**src/rtl/dir_key_event_encoder_pkg.sv**
```systemverilog
// rtl/dir_key_event_encoder_pkg.sv - scan codes, direction indices, FSM states and helpers
package kbd_pkg;

  localparam logic [8:0] SC_W      = 9'h01D;
  localparam logic [8:0] SC_S      = 9'h01B;
  localparam logic [8:0] SC_A      = 9'h01C;
  localparam logic [8:0] SC_D      = 9'h023;
  localparam logic [8:0] SC_LSHIFT = 9'h012;
  localparam logic [8:0] SC_RSHIFT = 9'h059;

  localparam logic [1:0] DIR_UP    = 2'd3;
  localparam logic [1:0] DIR_DOWN  = 2'd2;
  localparam logic [1:0] DIR_LEFT  = 2'd1;
  localparam logic [1:0] DIR_RIGHT = 2'd0;

  typedef enum logic [1:0] {
    ST_IDLE   = 2'd0,
    ST_STROBE = 2'd1,
    ST_GAP    = 2'd2
  } state_t;

  function automatic logic [8:0] dir_code(input logic [1:0] idx);
    case (idx)
      DIR_UP:   return SC_W;
      DIR_DOWN: return SC_S;
      DIR_LEFT: return SC_A;
      default:  return SC_D;
    endcase
  endfunction

  // Highest changed bit wins; result is meaningless when diff is zero.
  function automatic logic [1:0] prio_sel(input logic [3:0] diff);
    if (diff[3])      return 2'd3;
    else if (diff[2]) return 2'd2;
    else if (diff[1]) return 2'd1;
    else              return 2'd0;
  endfunction

endpackage

```
**src/rtl/dir_key_event_encoder_if.sv**
```systemverilog
// rtl/dir_key_event_encoder_if.sv - direction request in, keyboard event stream out
interface dir_key_event_encoder_if;
  logic         en;
  logic [3:0]   dir_in;
  logic         been_ready;
  logic [8:0]   last_change;
  logic [511:0] key_down;
  logic         busy;

  modport master (
    output en, dir_in,
    input  been_ready, last_change, key_down, busy
  );

  modport slave (
    input  en, dir_in,
    output been_ready, last_change, key_down, busy
  );
endinterface

```
**src/rtl/dir_key_event_encoder.sv**
```systemverilog
// rtl/dir_key_event_encoder.sv - turns a direction bitmap into one-at-a-time make/break events
module dir_key_event_encoder
  import kbd_pkg::*;
#(
  parameter int EVENT_GAP = 4
) (
  input  logic                    clk,
  input  logic                    rst,
  dir_key_event_encoder_if.slave  bus
);

  localparam logic [7:0] GAP_LOAD = 8'(EVENT_GAP - 1);

  state_t     state_q;
  state_t     state_d;
  logic [7:0] gap_cnt;
  logic [3:0] sent;
  logic [3:0] diff;
  logic [1:0] sel;
  logic       fire;

  assign diff = bus.dir_in ^ sent;
  assign sel  = prio_sel(diff);

  always_comb begin
    state_d = state_q;
    fire    = 1'b0;
    case (state_q)
      ST_IDLE: begin
        if (bus.en && (diff != 4'b0000)) begin
          fire    = 1'b1;
          state_d = ST_STROBE;
        end
      end
      ST_STROBE: state_d = ST_GAP;
      ST_GAP: begin
        if (gap_cnt == 8'd0) state_d = ST_IDLE;
      end
      default: state_d = ST_IDLE;
    endcase
  end

  always_ff @(posedge clk) begin
    if (rst) begin
      state_q         <= ST_IDLE;
      gap_cnt         <= 8'd0;
      sent            <= 4'b0000;
      bus.been_ready  <= 1'b0;
      bus.last_change <= 9'h000;
    end else begin
      state_q        <= state_d;
      bus.been_ready <= fire;
      if (fire) begin
        bus.last_change <= dir_code(sel);
        sent[sel]       <= bus.dir_in[sel];
      end
      if (state_q == ST_STROBE)
        gap_cnt <= GAP_LOAD;
      else if ((state_q == ST_GAP) && (gap_cnt != 8'd0))
        gap_cnt <= gap_cnt - 8'd1;
    end
  end

  // key_down always mirrors sent, since both take dir_in[i] on the same event.
  always_comb begin
    bus.key_down         = '0;
    bus.key_down[SC_W]   = sent[DIR_UP];
    bus.key_down[SC_S]   = sent[DIR_DOWN];
    bus.key_down[SC_A]   = sent[DIR_LEFT];
    bus.key_down[SC_D]   = sent[DIR_RIGHT];
  end

  assign bus.busy = (state_q != ST_IDLE);

endmodule

```
**src/flat_wrapper.sv**
```systemverilog
// flat-port wrapper written by rule: the top's interface ports become plain ports
module dir_key_event_encoder_flat import kbd_pkg::*;
#(
  parameter int EVENT_GAP = 4
)
  (clk, rst, bus_en, bus_dir_in, bus_been_ready, bus_last_change, bus_key_down, bus_busy);
  dir_key_event_encoder_if bus_i ();
  input  logic clk;
  input  logic rst;
  input wire logic [$bits(bus_i.en)-1:0] bus_en;
  input wire logic [$bits(bus_i.dir_in)-1:0] bus_dir_in;
  output wire logic [$bits(bus_i.been_ready)-1:0] bus_been_ready;
  output wire logic [$bits(bus_i.last_change)-1:0] bus_last_change;
  output wire logic [$bits(bus_i.key_down)-1:0] bus_key_down;
  output wire logic [$bits(bus_i.busy)-1:0] bus_busy;
  assign bus_i.en = bus_en;
  assign bus_i.dir_in = bus_dir_in;
  assign bus_been_ready = bus_i.been_ready;
  assign bus_last_change = bus_i.last_change;
  assign bus_key_down = bus_i.key_down;
  assign bus_busy = bus_i.busy;
  dir_key_event_encoder #(.EVENT_GAP(EVENT_GAP)) u_core (.clk(clk), .rst(rst), .bus(bus_i));
endmodule
```
**config.mk**
```make
export PLATFORM = sky130hd
export DESIGN_NAME = dir_key_event_encoder_flat
export DESIGN_NICKNAME = d
export VERILOG_FILES = /design/src/rtl/dir_key_event_encoder_pkg.sv /design/src/rtl/dir_key_event_encoder_if.sv /design/src/rtl/dir_key_event_encoder.sv /design/src/flat_wrapper.sv
export SDC_FILE = /design/constraint.sdc
export NUM_CORES = 1
export LEC_CHECK = 0
export BUFFER_PORTS_ARGS = -buffer_cell sky130_fd_sc_hd__buf_2
export CAP_MARGIN = 10
export CORE_AREA = 2 2 204 206
export DETAILED_ROUTE_END_ITERATION = 6
export DIE_AREA = 0 0 206 208
export SLEW_MARGIN = 20
export SYNTH_ARGS = -nofsm -noshare
export SYNTH_HDL_FRONTEND = slang
export SYNTH_SLANG_ARGS = --single-unit
```
**constraint.sdc**
```tcl
create_clock -name clk -period 4.5 [get_ports clk]
set_clock_uncertainty 0.1 [all_clocks]
set_input_delay 0.225 -clock clk [delete_from_list [all_inputs] [get_ports clk]]
set_output_delay 0.225 -clock clk [all_outputs]
set_load 0.02 [all_outputs]
```
Yosys cells after proc, flatten, opt, wreduce, memory -nomap -nowiden
Index checks and enable logic that the tools add are counted.
- mux-type cells: 16
- eq/ne operators: 7
- bitwise gates (word level): 1
- $lt $le $gt $ge: 2
- reduce and logical (&&, ||, !) cells: 11
- add/sub/neg operators: 1
- operator list (cell ; number):
    $pmux 6 s3 ; 1
    $mux 2 ; 6
    $logic_not 8->1 ; 1
    $reduce_bool 8->1 ; 1
    $sub 8x1->8 const B ; 1
    $eq 2x2->1 const B ; 3
    $pmux 2 s3 ; 1
    $mux 1 ; 5
    $bwmux 4 ; 1
    $eq 2x1->1 const B ; 2
    $ne 2x1->1 const B ; 2
    $reduce_bool 2->1 ; 2
    $reduce_bool 4->1 ; 1
    $xor 4x4->4 ; 1
    $logic_and 1x1->1 ; 3
    $lt 2x3->1 const B ; 1
    $bmux 1 s2 ; 1
    $demux 1 s2 ; 1
    $ge 2x1->1 const B ; 1
    $logic_not 2->1 ; 1
    $reduce_and 2->1 ; 1
    $reduce_or 2->1 ; 1
- output and inout bits: 523
- input port bits: 7
- logic and storage cells: 44
- bits in registers: 24

Depth between registers and ports, before layout
Gate-level depths: netlist of run 1.
- depth in word-level cells: 9
- gate-level depth with buffers: 6
- mapped depth without buffers: 6

Worst setup path before layout of run 1
Ideal clock, no wire load.
- path kind: flip-flop to flip-flop
- start: register u_core.gap_cnt[0]
- end: register u_core.gap_cnt[6]
- arrival time: 1.565 ns
- buffers on the path: 0
- library setup time: 0.070 ns
- required time: 4.330 ns
- cell stages (with the launch flop): 7
- clock period less this slack: 1.735 ns
- path slack: 2.765 ns
- path through: dfxtp_1 -> inv_1 -> ha_1 -> or3b_2 -> o21ai_4 -> or4_1 -> a21oi_1
- longest elaborated chain between the ends: 2
- elaborated cells on any way between the ends: 3
- those cells by class: 1 x add/sub; 2 x reduce/logical
- ends and longest elaborated chain (item ; RTL line ; source):
    start, declared ; dir_key_event_encoder.sv:16 ; logic [7:0] gap_cnt;
    start signal, assigned ; dir_key_event_encoder.sv:60 ; gap_cnt <= gap_cnt - 8'd1;
    branches (longest 2 deep; another with $sub 8x1->8) ; -- ;
Several ways; the timed one is not identified.
A chain may end at the register's enable or synchronous reset.

Final worst setup path of run 1
- start: register u_core.gap_cnt[0]
- end: register u_core.gap_cnt[3]
The elaborated chain is that of the path after synthesis.

==> summary.txt, run 1 <==
Finish
  – Multi-input gate area: approximately 0.0024 mm^2
  – Antenna cells: 0
  – Layout cells sized above 1: under 10%
  – Design area: 0.00371 mm^2
  – Layout area overhead: -22.9%
  – Final Util: slightly above 9%
  – Seq. cell area: between 400 and 500 um^2
  – Fillers: ~4800
  – Final nets: between 600 and 700

Drt
  – Vias per cell: around 1.8
  – DR iter-0 viols: 19
  – Post-DRT Antenna Nets: 0
  – DRC: 0
  – Via count: approximately 2100
  – 1st-pass router iterations: 4
  – Drt total wl: 5080 um
  – Post-detailed-route wirelength per cell: around 4.4 um

STA
  – Min cycle time layout: about 1.9 ns
  – Fin Setup TNS: 0 ns
  – Final setup vio count: 0
  – Fin worst setup slack: 2.61 ns
  – Final period utilization: between 40% and 50%
  – Worst slew pin tran: around 0.83 ns
  – Worst hold margin: around 0.16 ns
  – RSZ-0062 raised after global routing: false
  – Fmax: approximately 530 MHz
  – Final number of hold-violating endpoints: 0
  – Max_slew headroom: approximately 44%
  – Pins Over Slew Limit: 0

Worst setup path
  – Slowest stage delay, CP: roughly 0.53 ns
  – Crit start category: flip-flop
  – CP max-delay cell: or3b_2
  – Worst R2R Path Depth: 6
  – WP data arrival: approximately 1.9 ns
  – CP bufs+invs: 1
  – Crit-path leading delay family: simple AND/OR/NAND/NOR gates
  – Crit path cell chain: inv_1 -> ha_1 -> or3b_2 -> o21ai_4 -> nor3_1 -> o21ba_1
  – WS Path Type: reg -> reg
  – Critical path peak fanout: 10
  – Crit path required time: ~4.6 ns
  – Crit end category: flip-flop
  – Number of cells on the critical path: 6

Floorplan
  – Die height: 208 um
  – Row count: between 70 and 80
  – Core Region: roughly 0.041 mm^2
  – IO Pins: 530
  – Starting density of the core: 11.9%
  – DIE AREA: between 0.04 and 0.05 mm^2
  – Die width: slightly above 200 um

Global routing
  – Vias in the first global route: 1045
  – Initial antenna violation count: 1
  – GRT Util Overall: approximately 1.6%
  – Remaining Overflow, GRT: 0
  – Largest net degree at the start of global routing: 15
  – Global-route wire length before repair: 5460 um

Synth
  – Avg Cell Area, Syn: around 7.8 um^2
  – Post-synth EDFFs: 0
  – Post-synth top flop: dfxtp_1
  – Synth Instances: 620
  – Synth Warn #: 0
  – Ys async rst share: 0%
  – Seq/Total Area, Yosys: around 8.3%
  – Post-synth cell types: 37
  – Post-Syn Area: slightly below 0.005 mm^2
  – Synthesized flop and latch total: 20

Power
  – Leak: between 2 and 2.5 nW
  – Peak supply drop: 0.150 mV
  – Pwr Density: about 240 mW/mm^2

Clock network
  – CTS Root Buffer Type: clkbuf_16
  – Post-CTS Setup Bufs: 0
  – Post-CTS Resized: 0
  – CTS tree: built
  – Clock Tree Buf Depth: 2
  – Num Clock Sinks: 20
  – CTS Hold Buffers Added: 0
  – H-tree lvl count: 1
  – Clk_lat worst skew: approximately 0.25 ns
  – CTS Buf Count: 3
  – Clk slew on worst S/H paths: 0.06 ns

Place
  – RePlAce Congestion: roughly 0.72
  – Pre-CTS setup slack: between 2 and 3 ns
  – Post-DP HPWL: ~4600 um
  – Area post-placement: approximately 0.0036 mm^2
  – # port buffers: 18

Run
  – Max-Cap Viols: 0

Hold path
  – WHS Path Cells: 3
  – Worst hold path type: in -> reg

Status
  – Result of the run: complete, no violations
## cells in the mapped netlist, types with 2 or more instances
master / n / share of area [%]
or4_1: 4 / 0.62
o21ai_0: 2 / 0.21
buf_2: 3 / 0.31
inv_1: 4 / 0.31
buf_4: 512 / 80
a221oi_1: 2 / 0.36
nand2_1: 7 / 0.55
mux2i_1: 5 / 1.0
or2_2: 3 / 0.39
o31ai_1: 2 / 0.31
xnor2_1: 4 / 0.73
xor2_1: 5 / 0.91
a21oi_1: 6 / 0.62
nand3_1: 3 / 0.31
dfxtp_1: 20 / 8.3
nor3_1: 2 / 0.21
o21a_1: 3 / 0.47
nor2_1: 14 / 1.1
## worst paths after layout
check | endpoint | slack (ns) | from
worst max-delay path | u_core.gap_cnt[3] | 2.61 | u_core.gap_cnt[0]
worst min-delay path | u_core.sent[3] | 0.16 | bus_dir_in[3]
worst max register to register | u_core.gap_cnt[3] | 2.61 | u_core.gap_cnt[0]
worst min register to register | u_core.bus.last_change[1] | 0.38 | u_core.bus.last_change[1]
## tightest hold or removal path, stage by stage
cell and delay (ns):
buf_2 0.13, nand2_1 0.06, a21oi_1 0.05
## per-stage QoR
step,cells,power (W)
global placement,1164,0.000667
global route,1168,0.000930
finish,1168,0.000875
CTS,1168,0.000870
floorplan,1130,0.000981
detailed placement,1164,0.000666
## cells in the final DEF (no fill, tap or decap), types with 2 or more instances in the layout
cell type and instances:
a21oi_1 6, a221oi_1 2, buf_2 18, clkbuf_16 3, conb_1 511, dfxtp_1 20
inv_1 4, mux2i_1 5, nand2_1 7, nand3_1 3, nor2_1 14, nor3_1 2
o21a_1 3, o21ai_0 2, o31ai_1 2, or2_2 3, or4_1 4, xnor2_1 4
xor2_1 5
## layer usage
layer	share of wire [%]	vias to the layer above	GRT usage (%)
li1	-	931	-
met1	21	903	1.26
met2	59	268	3.36
met3	17	12	0.313
met4	2.5	0	0.887
met5	0	-	0
## power by group
group | total (W) | internal [W] | switching (W)
Sequential | 0.000201 | 0.000189 | 0.0000125
Combinational | 0.000472 | 0.0000366 | 0.000435
Clock | 0.000202 | 0.000135 | 0.0000663
Total | 0.000875 | 0.000361 | 0.000514
## layout make-up
type / instances / share of cell area [%]
Multi-Input combinational cell: 590 / 66.0
Tap cell: 532 / 17.9
Sequential cell: 20 / 10.8
Timing Repair Buffer: 18 / 2.43
Clock buffer: 4 / 2.39
Inverter: 4 / 0.405
## registers in the layout, summed over array words and instances, names as in the netlist
register	flops
u_core.gap_cnt	8
u_core.bus.last_change	5
u_core.sent	4
u_core.state_q	2
u_core.bus.been_ready	1
## cell families (layout without fill, tap and decap cells)
group	Yosys count	after routing	synth area share, %
buffers and inverters	520	26	80.6
AND/OR/NAND/NOR	40	40	4.26
AO/OA/AOI/OAI	24	24	3.85
flip-flops	20	20	8.32
XOR/XNOR	9	9	1.64
multiplexers	5	5	1.04
adder cells (fa/ha/maj)	1	1	0.260
other	1	511	0.0779
Power figures use the tool's default switching activity.
==> run 2: changes to the inputs <==
CORE_AREA = 2 2 206 208   (was 2 2 204 206)
DIE_AREA = 0 0 208 210   (was 0 0 206 208)
clock period = 1.9 ns   (was 4.5 ns; I/O delays follow)
==> run 2 against run 1 <==
Net effect:
- setup slack worse by 2.6 ns
- non-clock buffer count grew 5
- via count grew 0.66%
- register-to-register slack lost 2.6 ns
- critical path depth is the same
- sequential share of layout area about the same
- final cell count increased by 0.94%
- total power grew 130%
- design area is 1.0% higher
- critical endpoint is now u_core.gap_cnt[6]
==> summary.txt, run 2 (synthesis gave the netlist of run 1 again) <==
Global routing
  – Global-route wire length before repair: ~4800 um
  – Initial antenna violation count: 0
  – Remaining Overflow, GRT: 0
  – Vias in the first global route: 941
  – GRT Util Overall: 1.37%
  – Largest net degree at the start of global routing: 15

Clock network
  – H-tree lvl count: 1
  – Clk_lat worst skew: roughly 0.25 ns
  – Post-CTS Setup Bufs: 0
  – Clock Tree Buf Depth: 2
  – CTS Buf Count: 3
  – CTS Hold Buffers Added: 0
  – CTS tree: built
  – Clk slew on worst S/H paths: 0.05 ns
  – CTS Root Buffer Type: clkbuf_16
  – Num Clock Sinks: 20

Finish
  – Commonest non-fill, non-tap cells in the layout: conb_1 (511), buf_2 (18), dfxtp_1 (18)
  – Fillers: 4880
  – Reg with most FFs: u_core.gap_cnt
  – Final nets: 650
  – Max reg flops: 8
  – Biggest regs: u_core.gap_cnt: 8 flops, u_core.bus.last_change: 5 flops, u_core.sent: 4 flops
  – Layout area overhead: -22.1%
  – Most common cell after layout, fill and taps aside: conb_1
  – Antenna cells: 0
  – Layout cells sized above 1: under 10%
  – Seq. cell area: around 400 um^2
  – Multi-input gate area: between 0.002 and 0.0025 mm^2

STA
  – Fmax: between 500 and 600 MHz
  – Min cycle time layout: between 1.5 and 2 ns
  – Worst hold margin: between 0.015 and 0.02 ns
  – Final period utilization: 97.9%
  – Final setup vio count: 0
  – Pins Over Slew Limit: 0
  – Final number of hold-violating endpoints: 0

Drt
  – DRC: 0
  – 1st-pass router iterations: 2
  – Via count: about 2100
  – Drt total wl: approximately 5100 um
  – Post-detailed-route wirelength per cell: between 4 and 5 um
  – Post-DRT Antenna Nets: 0
  – Vias per cell: 1.80
  – DR iter-0 viols: 30

Power
  – Switch share: 59.5%
  – Peak supply drop: between 0.4 and 0.5 mV
  – Comb pwr share: roughly 56%
  – Leak: 2.19 nW
  – Tot Pwr: roughly 0.002 W
  – NetSw: roughly 0.0012 W
  – Part of the power in the clock network: between 20% and 30%
  – Cell internal pwr: between 0.0008 and 0.0009 W
  – Pwr Density: 545 mW/mm^2
  – Sequential Power Share: between 20% and 30%

Worst setup path
  – Crit Reg-Reg Startpoint: u_core.gap_cnt[0]
  – Reg-to-reg endpoint: u_core.gap_cnt[6]
  – Critical path peak fanout: 10
  – Crit. Startpoint: u_core.gap_cnt[0]
  – Worst R2R Path Depth: 6
  – WS Path Type: reg -> reg
  – Crit path required time: 1.98 ns
  – Crit start category: flip-flop
  – Crit end category: flip-flop
  – WP data arrival: around 1.9 ns
  – Crit path to: u_core.gap_cnt[6]
  – R2r setup slk: just under 0.04 ns

Hold path
  – Worst hold path type: in -> reg
  – WHS Path Cells: 3

Floorplan
  – Core Region: 0.0415 mm^2
  – IO Pins: 530
  – Die height: roughly 210 um
  – Row count: 75
  – Starting density of the core: a little under an eighth
  – DIE AREA: between 0.04 and 0.05 mm^2
  – Die width: 208 um

Status
  – Result of the run: complete, no violations

Place
  – # port buffers: 18
  – Post-DP HPWL: between 4000 and 5000 um
  – RePlAce Congestion: 0.696

Run
  – Max-Cap Viols: 0
run 2: power by group through the flow:
stage / clock, W / sequential [W] / combinational (W)
global placement: 0 / 0.000480 / 0.00112
detailed placement: 0 / 0.000480 / 0.00111
floorplan: 0 / 0.000492 / 0.00183
finish: 0.000428 / 0.000473 / 0.00114
CTS: 0.000440 / 0.000471 / 0.00111
global route: 0.000460 / 0.000478 / 0.00121
run 2: area by class of cell:
class | instances | share of cell area (%)
multi-input combinational | 590 | 65.4
tap | 539 | 18.0
sequential | 20 | 10.8
timing repair buffer | 23 | 3.41
clock buffer | 3 | 2.00
inverter | 4 | 0.401
run 2: worst max-delay path, cell delays in order, from the launching register on:
cell and delay, ns:
dfxtp_2 0.35, inv_1 0.05, ha_1 0.24, or3b_4 0.29, o21ai_4 0.09, or4_1 0.52, a21oi_1 0.15
run 2: stage by stage:
step           TNS [ns]  setup slack (ns)  std cells  utilization [%]  area [um^2]
2_1_floorplan         0             0.165       1130                -         6730
3_3_place_gp          0            0.0366       1176             8.84         3670
3_5_place_dp          0            0.0402       1176             8.84         3670
4_1_cts               0            0.0433       1179             9.02         3740
5_1_grt         -0.0283           -0.0149       1179             9.03         3750
6_report              0            0.0391       1179             9.03         3750
run 2: timing repair:
item / 4_1_cts / 5_1_grt
gates resized for setup: 0 / 3
setup endpoints to repair: 0 / 5
endpoints found under the hold margin: 0 / 0
run 2: worst min path at each step:
stage | start | endpoint
floorplan | rst | u_core.bus.last_change[1]
global route | bus_dir_in[3] | u_core.sent[3]
global placement | bus_dir_in[3] | u_core.sent[3]
CTS | bus_dir_in[3] | u_core.sent[3]
finish | bus_dir_in[3] | u_core.sent[3]
detailed placement | bus_dir_in[3] | u_core.sent[3]
run 2: metal layers:
layer	track usage [%]	wire length, um
met5	0	0
met4	0.293	29
met1	1.09	1060
met3	0.730	1080
met2	2.85	2920
